## src/rtl/mips_instr_encoder.sv

```systemverilog
// MIPS-I instruction word assembler feeding instruction memory through a small FIFO.
// Optional opcode/format checking is enabled by defining ENC_OPCHECK_EN.
module mips_instr_encoder #(
    parameter int unsigned DEPTH  = 4,
    parameter int unsigned ADDR_W = 10
) (
    input  logic              clk,
    input  logic              rst_n,
    input  logic              enc_valid_i,
    output logic              enc_ready_o,
    input  logic [1:0]        enc_fmt_i,
    input  logic [5:0]        enc_op_i,
    input  logic [5:0]        enc_funct_i,
    input  logic [4:0]        enc_rs_i,
    input  logic [4:0]        enc_rt_i,
    input  logic [4:0]        enc_rd_i,
    input  logic [4:0]        enc_shamt_i,
    input  logic [15:0]       enc_imm_i,
    input  logic [25:0]       enc_target_i,
    input  logic              base_load_i,
    input  logic [ADDR_W-1:0] base_addr_i,
    output logic              imem_wr_en_o,
    output logic [ADDR_W-1:0] imem_addr_o,
    output logic [31:0]       imem_wdata_o,
    input  logic              imem_ready_i,
    output logic [15:0]       words_o,
    output logic              err_o
);

    localparam int unsigned PTR_W = (DEPTH > 1) ? $clog2(DEPTH) : 1;
    localparam logic [PTR_W:0] FULL_COUNT = (PTR_W + 1)'(DEPTH);

    logic [31:0]       fifo_mem [DEPTH];
    logic [PTR_W-1:0]  wr_ptr;
    logic [PTR_W-1:0]  rd_ptr;
    logic [PTR_W:0]    count;
    logic [PTR_W:0]    count_next;
    logic              ready_reg;
    logic [ADDR_W-1:0] addr;
    logic [15:0]       words;
    logic [5:0]        r_op;
    logic [31:0]       packed_word;
    logic              accept;
    logic              push;
    logic              pop;
    logic              empty;

    assign empty  = (count == '0);
    assign accept = enc_valid_i && ready_reg;
    assign pop    = !empty && imem_ready_i;

`ifdef ENC_OPCHECK_EN
    logic err_reg;

    // Reserved format completes its handshake but never reaches the FIFO.
    assign push  = accept && (enc_fmt_i != 2'd3);
    assign r_op  = 6'b000000;
    assign err_o = err_reg;

    always_ff @(posedge clk or negedge rst_n) begin
        if (!rst_n) begin
            err_reg <= 1'b0;
        end else if (accept && (enc_fmt_i == 2'd3)) begin
            err_reg <= 1'b1;
        end
    end
`else
    assign push  = accept;
    assign r_op  = enc_op_i;
    assign err_o = 1'b0;
`endif

    always_comb begin
        packed_word = '0;
        case (enc_fmt_i)
            2'd0:    packed_word = {r_op, enc_rs_i, enc_rt_i, enc_rd_i, enc_shamt_i, enc_funct_i};
            2'd1:    packed_word = {enc_op_i, enc_rs_i, enc_rt_i, enc_imm_i};
            default: packed_word = {enc_op_i, enc_target_i};
        endcase
    end

    always_comb begin
        count_next = count;
        if (push && !pop) begin
            count_next = count + 1'b1;
        end else if (pop && !push) begin
            count_next = count - 1'b1;
        end
    end

    always_ff @(posedge clk) begin
        if (push) begin
            fifo_mem[wr_ptr] <= packed_word;
        end
    end

    always_ff @(posedge clk or negedge rst_n) begin
        if (!rst_n) begin
            wr_ptr    <= '0;
            rd_ptr    <= '0;
            count     <= '0;
            ready_reg <= 1'b0;
            addr      <= '0;
            words     <= '0;
        end else begin
            count     <= count_next;
            // Ready is derived from the next occupancy so it drops the cycle after filling.
            ready_reg <= (count_next != FULL_COUNT);
            if (push) begin
                wr_ptr <= wr_ptr + 1'b1;
            end
            if (pop) begin
                rd_ptr <= rd_ptr + 1'b1;
                words  <= words + 1'b1;
            end
            if (base_load_i) begin
                addr <= base_addr_i;
            end else if (pop) begin
                addr <= addr + 1'b1;
            end
        end
    end

    assign enc_ready_o  = ready_reg;
    assign imem_wr_en_o = !empty;
    assign imem_addr_o  = addr;
    assign imem_wdata_o = empty ? 32'h0 : fifo_mem[rd_ptr];
    assign words_o      = words;

endmodule

```

## config.mk

```make
export PLATFORM = sky130hd
export DESIGN_NAME = mips_instr_encoder
export DESIGN_NICKNAME = d
export VERILOG_FILES = /design/src/rtl/mips_instr_encoder.sv
export SDC_FILE = /design/constraint.sdc
export NUM_CORES = 1
export LEC_CHECK = 0
export CORE_MARGIN = 2
export CORE_UTILIZATION = 50
export DETAILED_ROUTE_END_ITERATION = 8
export GPL_TIMING_DRIVEN = 0
export PLACE_DENSITY = 0.79
export SYNTH_ARGS = -nofsm -noshare
export SYNTH_HDL_FRONTEND = slang
export SYNTH_SLANG_ARGS = --single-unit
```

## constraint.sdc

```tcl
create_clock -name clk -period 2.3 [get_ports clk]
set_input_delay 0.575 -clock clk [delete_from_list [all_inputs] [get_ports clk]]
set_output_delay 0.575 -clock clk [all_outputs]
set_load 0.005 [all_outputs]
```

==> summary.md, run 1 <==
| Metric | Value |
|---|---|
| DIE HEIGHT | 122 µm |
| Net Sw Power | between 3000 and 4000 µW |
| Number of top-level pins | 152 |
| CTS clock-pin slew for the worst setup and hold paths | 60 ps |
| EDFF count, synth | 128 |
| RSZ-0062 raised after global routing | yes |
| CTS buffer count | 17 |
| Area after DPL | about 8700 µm² |
| NumNets Final | 712 |
| Initial Util | 50.7% |
| Lkg Pwr | 0.00366 µW |
| Root Driver | clkbuf_16 |
| Synth Flop Type | edfxtp_1 |
| Detailed Routing Iterations Pass 1 | 5 |
| F_max | 389 MHz |
| Seq/Total Area, Yosys | 67.5% |
| Layout cells sized above 1 | 28.0% |
| WL/cell | around 20 µm |
| Final Util | 71.0% |
| Vias per cell | 5.51 |
| Commonest cells in the netlist | edfxtp_1 (128), nand2_1 (37), dfrtp_1 (34), and2_1 (33), mux4_2 (32) |
| Met3 Use GR | 4.82% |
| WL final | 16000 µm |
| Post-DP HPWL | around 10000 µm |
| Tmin final | 2570 ps |
| Crit path required time | 1730 ps |
| M2 GR Usage | 38.4% |
| Rows | 43 |
| Core Region | 13700 µm² |
| Crit path from | rd_ptr[0]$_DFFE_PN0P_ |
| Final setup fails | 32 |
| Clk sink count | 162 |
| Worst Path Arrival | 2000 ps |
| Met1 Usage GRT | 28.7% |
| Worst skew pair latency | roughly 420 ps |
| PD cells | between 1000 and 1500 nW/µm² |
| Yosys top cell area share | around 55% |
| Crit path max fanout | 5 |
| Non-filler cells in the finished layout | 805 |
| DRC errors left | 0 |
| Antenna-violating nets left | 0 |
| Placer congestion estimate | 0.809 |
| Max clock buf depth | 2 |
| Die X | 122 µm |
| Crit start category | flop |
| Worst reg2reg path startpoint | count[0]$_DFF_PN0_ |
| Final Skew | 4.62 ps |
| Fin area | between 9000 and 10000 µm² |
| Net Sw Frac | around 27% |
| Final Hold Fails | 0 |
| First-pass GRT wire length | 24700 µm |
| Antenna cells | 0 |
| Internal power | 8820 µW |
| Max Slew Vio Count | 0 |
| Final Cycle Share | 112% |
| Synth cell types | 32 |
| Logic pwr share | a little under 40% |
| Area contributors post-synth | edfxtp_1 (55%), dfrtp_1 (12%), mux4_2 (10%) |
| MaxCap Viol Count | 0 |
| Sequential power share | around 34% |
| Synth Net Count | 528 |
| Total grt overflow | 0 |
| Syn. warnings | 0 |
| Die area | 14900 µm² |
| Tot GR Track Use | 22.6% |
| Post-Synthesis Cells | 428 |
| Largest net degree at the start of global routing | 35 |
| Most frequent cell after synthesis | edfxtp_1 |
| Worst vdd ir | 0.822 mV |
| Crit path kind | flop to output pin |
| Outcome | complete, but fails checks |
| Number of global-route vias before repair | 4703 |
| Synthesized flop and latch total | 162 |
| Failing checks | negative setup slack |
| Initial DRC Count | 323 |
| Placed cell count | between 700 and 800 |
| Synth async-reset ratio | 21.0% |
| Layout area overhead | 40.1% |
| Relative slew slack | 40.7% |
| Worst-margin pin slew | 890 ps |
| Final worst setup slack | -272 ps |
| CP endpoint kind | output pin |
| Clk pwr share | between 20% and 30% |
| Cell taking the most area after synthesis | edfxtp_1 |
| CTS tree | built |
| H-Tree Depth | 4 |
| Hold WC Path Type | input port to asynchronous set/reset pin |
| GR peak layer | met2 |
| Initial antenna violation count | 0 |
| Fill cell count | ~900 |
| PortBufs | 147 |
| Syn avg cell area | 16.3 µm² |
| Syn Std Cell Area | 6960 µm² |
| Vias | around 4400 |
[stage by stage]
step           power [µW]  setup TNS (ps)  hold WS (ps)  worst slack (ps)
2_1_floorplan        6030               0           279               247
3_3_place_gp         7740          -96240           462              -671
3_5_place_dp         7840          -18140           467              -485
4_1_cts             12000           -7190           237              -292
5_1_grt             12600           -8660           285              -342
6_report            12100           -6210           228              -272
[layer usage]
layer	vias up	wire length, µm	share of wire, %
met2	152	8370	52
li1	1981	-	-
met3	29	761	4.7
met4	0	386	2.4
met1	2273	6500	41
met5	-	0	0
[registers in the layout, summed over array words and instances, names as in the netlist]
register,cells
enc_ready_o,1
words_o,16
rd_ptr,2
fifo_mem,128
count,3
imem_addr_o,10
wr_ptr,2
[critical path, stage by stage, from the launching register on]
cell and delay (ps):
dfrtp_1 390, buf_8 140, buf_6 120, buf_12 120, buf_12 130, mux4_2 420, and2_4 160, buf_6 110
[final timing paths]
path / endpoint / slack, ps / cells past startpoint
worst max-delay path: imem_wdata_o[3] / -270 / 7
worst max register to register: enc_ready_o$_DFF_PN0_ / 110 / 9
min in group clk: words_o[15]$_DFFE_PN0P_ / 470 / 1
max in group asynchronous: imem_addr_o[6]$_DFFE_PN0P_ / 1590 / 1
worst min register to register: words_o[15]$_DFFE_PN0P_ / 470 / 1
worst min-delay path: words_o[15]$_DFFE_PN0P_ / 230 / 1
[area by class of cell]
class                           count  area [µm²]  share of cell area (%)
Inverter                            4        15.0                   0.154
Multi-Input combinational cell    238        2220                    22.8
Sequential cell                   162        4690                    48.2
Buffer                             22         213                    2.18
Clock inverter                     15         262                    2.68
Timing Repair Buffer              167        1690                    17.4
Clock buffer                       17         425                    4.37
Tap cell                          180         225                    2.31
[power by group through the flow]
stage	Clock (µW)	Combinational, µW	Sequential [µW]
final	3240	4740	4090
after global routing	3380	5070	4150
after CTS	3270	4600	4080
after detailed placement	0	3730	4110
after global placement	0	3650	4090
after floorplan	0	1980	4050
[what timing repair did]
action / CTS / global route
hold buffers: 0 / 0
endpoints found under the setup margin: 33 / 33
resized for setup: 195 / 18
gates cloned: 2 / 0
pin swaps: 29 / 3
setup buffers: 20 / 1
[cell usage in the layout (no fill, tap or decap), drive strengths merged, types with 12 or more instances in the layout]
master	n
mux4	32
edfxtp	128
and2	33
o21ai	25
clkdlybuf4s50	113
clkbuf	29
mux2	12
mux2i	17
buf	60
xnor2	20
nand2	38
dfrtp	34
[logic make-up (layout without fill, tap and decap cells)]
family          Yosys count  in the layout  synth area share [%]
mux                      61             61                  14.8
xor+xnor                 30             30                  3.78
compound gates           31             31                  2.32
flops                   162            162                  67.5
fa+ha+maj                 9              9                  1.62
simple gates            106            106                  8.13
buf+inv                  28            225                  1.85
other cells               1              1                0.0539
Note: power is estimated with default switching activity, not from simulation.
==> run 2: changes to the inputs <==
- CORE_UTILIZATION: 50 -> 51
- PLACE_DENSITY: 0.79 -> 0.8
==> summary.md, run 2 (same netlist as run 1, synthesis figures left out) <==
| Metric | Value |
|---|---|
| Outcome | complete, but fails checks |
| Failing checks | negative setup slack |
| MaxCap Viol Count | 0 |
| Seq. cell area | 4700 µm² |
| Worst vdd ir | 0.803 mV |
| Crit path max fanout | 6 |
| DRC errors left | 0 |
| Worst path top cell family by delay | multiplexers |
| DIE HEIGHT | 121 µm |
| Final Skew | between 4 and 5 ps |
| Worst Path Arrival | 1930 ps |
| Antenna-violating nets left | 0 |
| Hold WC Path Type | input port to asynchronous set/reset pin |
| Critical path cell sequence | buf_12 > buf_12 > buf_16 > mux4_2 > and2_4 > buf_6 |
| Crit start category | flop |
| Most frequent cells in the layout | edfxtp_1 (128), clkdlybuf4s50_1 (113), nand2_1 (37) |
| Vias per cell | 5.49 |
| CTS clock-pin slew for the worst setup and hold paths | approximately 60 ps |
| Final Cycle Share | 109% |
| Max reg flops | 128 |
| Layout area overhead | 39.1% |
| Placed cell count | around 750 |
| Detailed Routing Iterations Pass 1 | 5 |
| Initial Util | 52.3% |
| Final setup fails | 32 |
| Final Hold Fails | 0 |
| Tot GR Track Use | 23.2% |
| Core Region | 13300 µm² |
| NumNets Final | just over 700 |
| Setup TNS | -4780 ps |
| CTS buffer count | 17 |
| Post-DP HPWL | 10100 µm |
| Vias | 4408 |
| CP max stage cell | mux4_2 |
| Worst skew pair latency | approximately 420 ps |
| WHS | 233 ps |
| Max Slew Vio Count | 0 |
| PD cells | 1210 nW/µm² |
| Max clock buf depth | 2 |
| Number of top-level pins | 152 |
| WL/cell | about 20 µm |
| Initial DRC Count | 282 |
| Crit path kind | flop to output pin |
| Tmin final | roughly 2500 ps |
| Die X | 121 µm |
| Worst path max stage delay | 510 ps |
| Number of global-route vias before repair | 4545 |
| Design Power | 11700 µW |
| Antenna cells | 0 |
| Final Util | 72.8% |
| Die area | approximately 15000 µm² |
| Rows | 42 |
| Critical path buffer and inverter count | 4 |
| RSZ-0062 raised after global routing | yes |
| Largest net degree at the start of global routing | 35 |
| Register bank with the most flops | fifo_mem |
| Most common cell after layout, fill and taps aside | edfxtp_1 |
| PortBufs | 147 |
| Cts hold-fix bufs | 0 |
| Worst-margin pin slew | just over 900 ps |
| Lkg Pwr | approximately 0.0036 µW |
| Layout cells sized above 1 | between 20% and 30% |
| Fill cell count | approximately 800 |
| Total grt overflow | 0 |
| WL final | about 16000 µm |
| Clk sink count | 162 |
| Non-filler cells in the finished layout | roughly 800 |
| H-Tree Depth | 4 |
| Root Driver | clkbuf_16 |
| Multi-input gate area in the final layout | roughly 2200 µm² |
| Initial antenna violation count | 0 |
| Cell mode on critical path | buf_12 |
| Relative slew slack | between 30 and 40% |
| First-pass GRT wire length | 24900 µm |
| Crit path required time | 1730 ps |
| F_max | 399 MHz |
| CTS tree | built |
| Placer congestion estimate | 0.807 |
| CP endpoint kind | output pin |
| Final worst setup slack | -203 ps |
## run 2: worst paths after layout
kind,cells past startpoint,endpoint,from,slack [ps]
max in group asynchronous,1,rd_ptr[1]$_DFFE_PN0P_,rst_n,1530
min in group clk,1,words_o[15]$_DFFE_PN0P_,words_o[15]$_DFFE_PN0P_,480
min,1,words_o[12]$_DFFE_PN0P_,rst_n,230
max,6,imem_wdata_o[30],rd_ptr[0]$_DFFE_PN0P_,-200
min reg2reg,1,words_o[15]$_DFFE_PN0P_,words_o[15]$_DFFE_PN0P_,480
max reg2reg,10,enc_ready_o$_DFF_PN0_,count[1]$_DFF_PN0_,50
## run 2: power breakdown
group	internal, µW	switching (µW)	total, µW	leakage [µW]
Sequential	3820	276	4100	0.00160
Combinational	2920	1860	4780	0.00174
Clock	1790	1070	2860	0.000297
## run 2: timing repair
action / CTS / global route
gates resized for setup: 208 / 16
buffers inserted: 18 / 5
pin swaps: 32 / 3
setup endpoints to repair: 33 / 33
gates cloned: 3 / 0
## run 2: stage by stage
stage               setup WS [ps]  cell area [µm²]
floorplan                     247             6960
global placement             -706             8650
finish                       -203             9680
global route                 -278             9680
detailed placement           -483             8650
CTS                          -231             9620
## run 2: final cells by class
type                       count  share of cell area [%]
multi-input combinational    238                    22.9
sequential                   162                    48.5
clock buffer                  17                    4.40
buffer                        21                    1.91
tap                          176                    2.28
timing repair buffer         171                    18.1
inverter                       4                   0.155
clock inverter                14                    1.76
## run 2: metal layers
metal | global-route usage, % | wire length, µm
met5 | 0 | 0
met4 | 8.14 | 334
met3 | 4.91 | 783
met2 | 37.7 | 8270
met1 | 31.2 | 6620
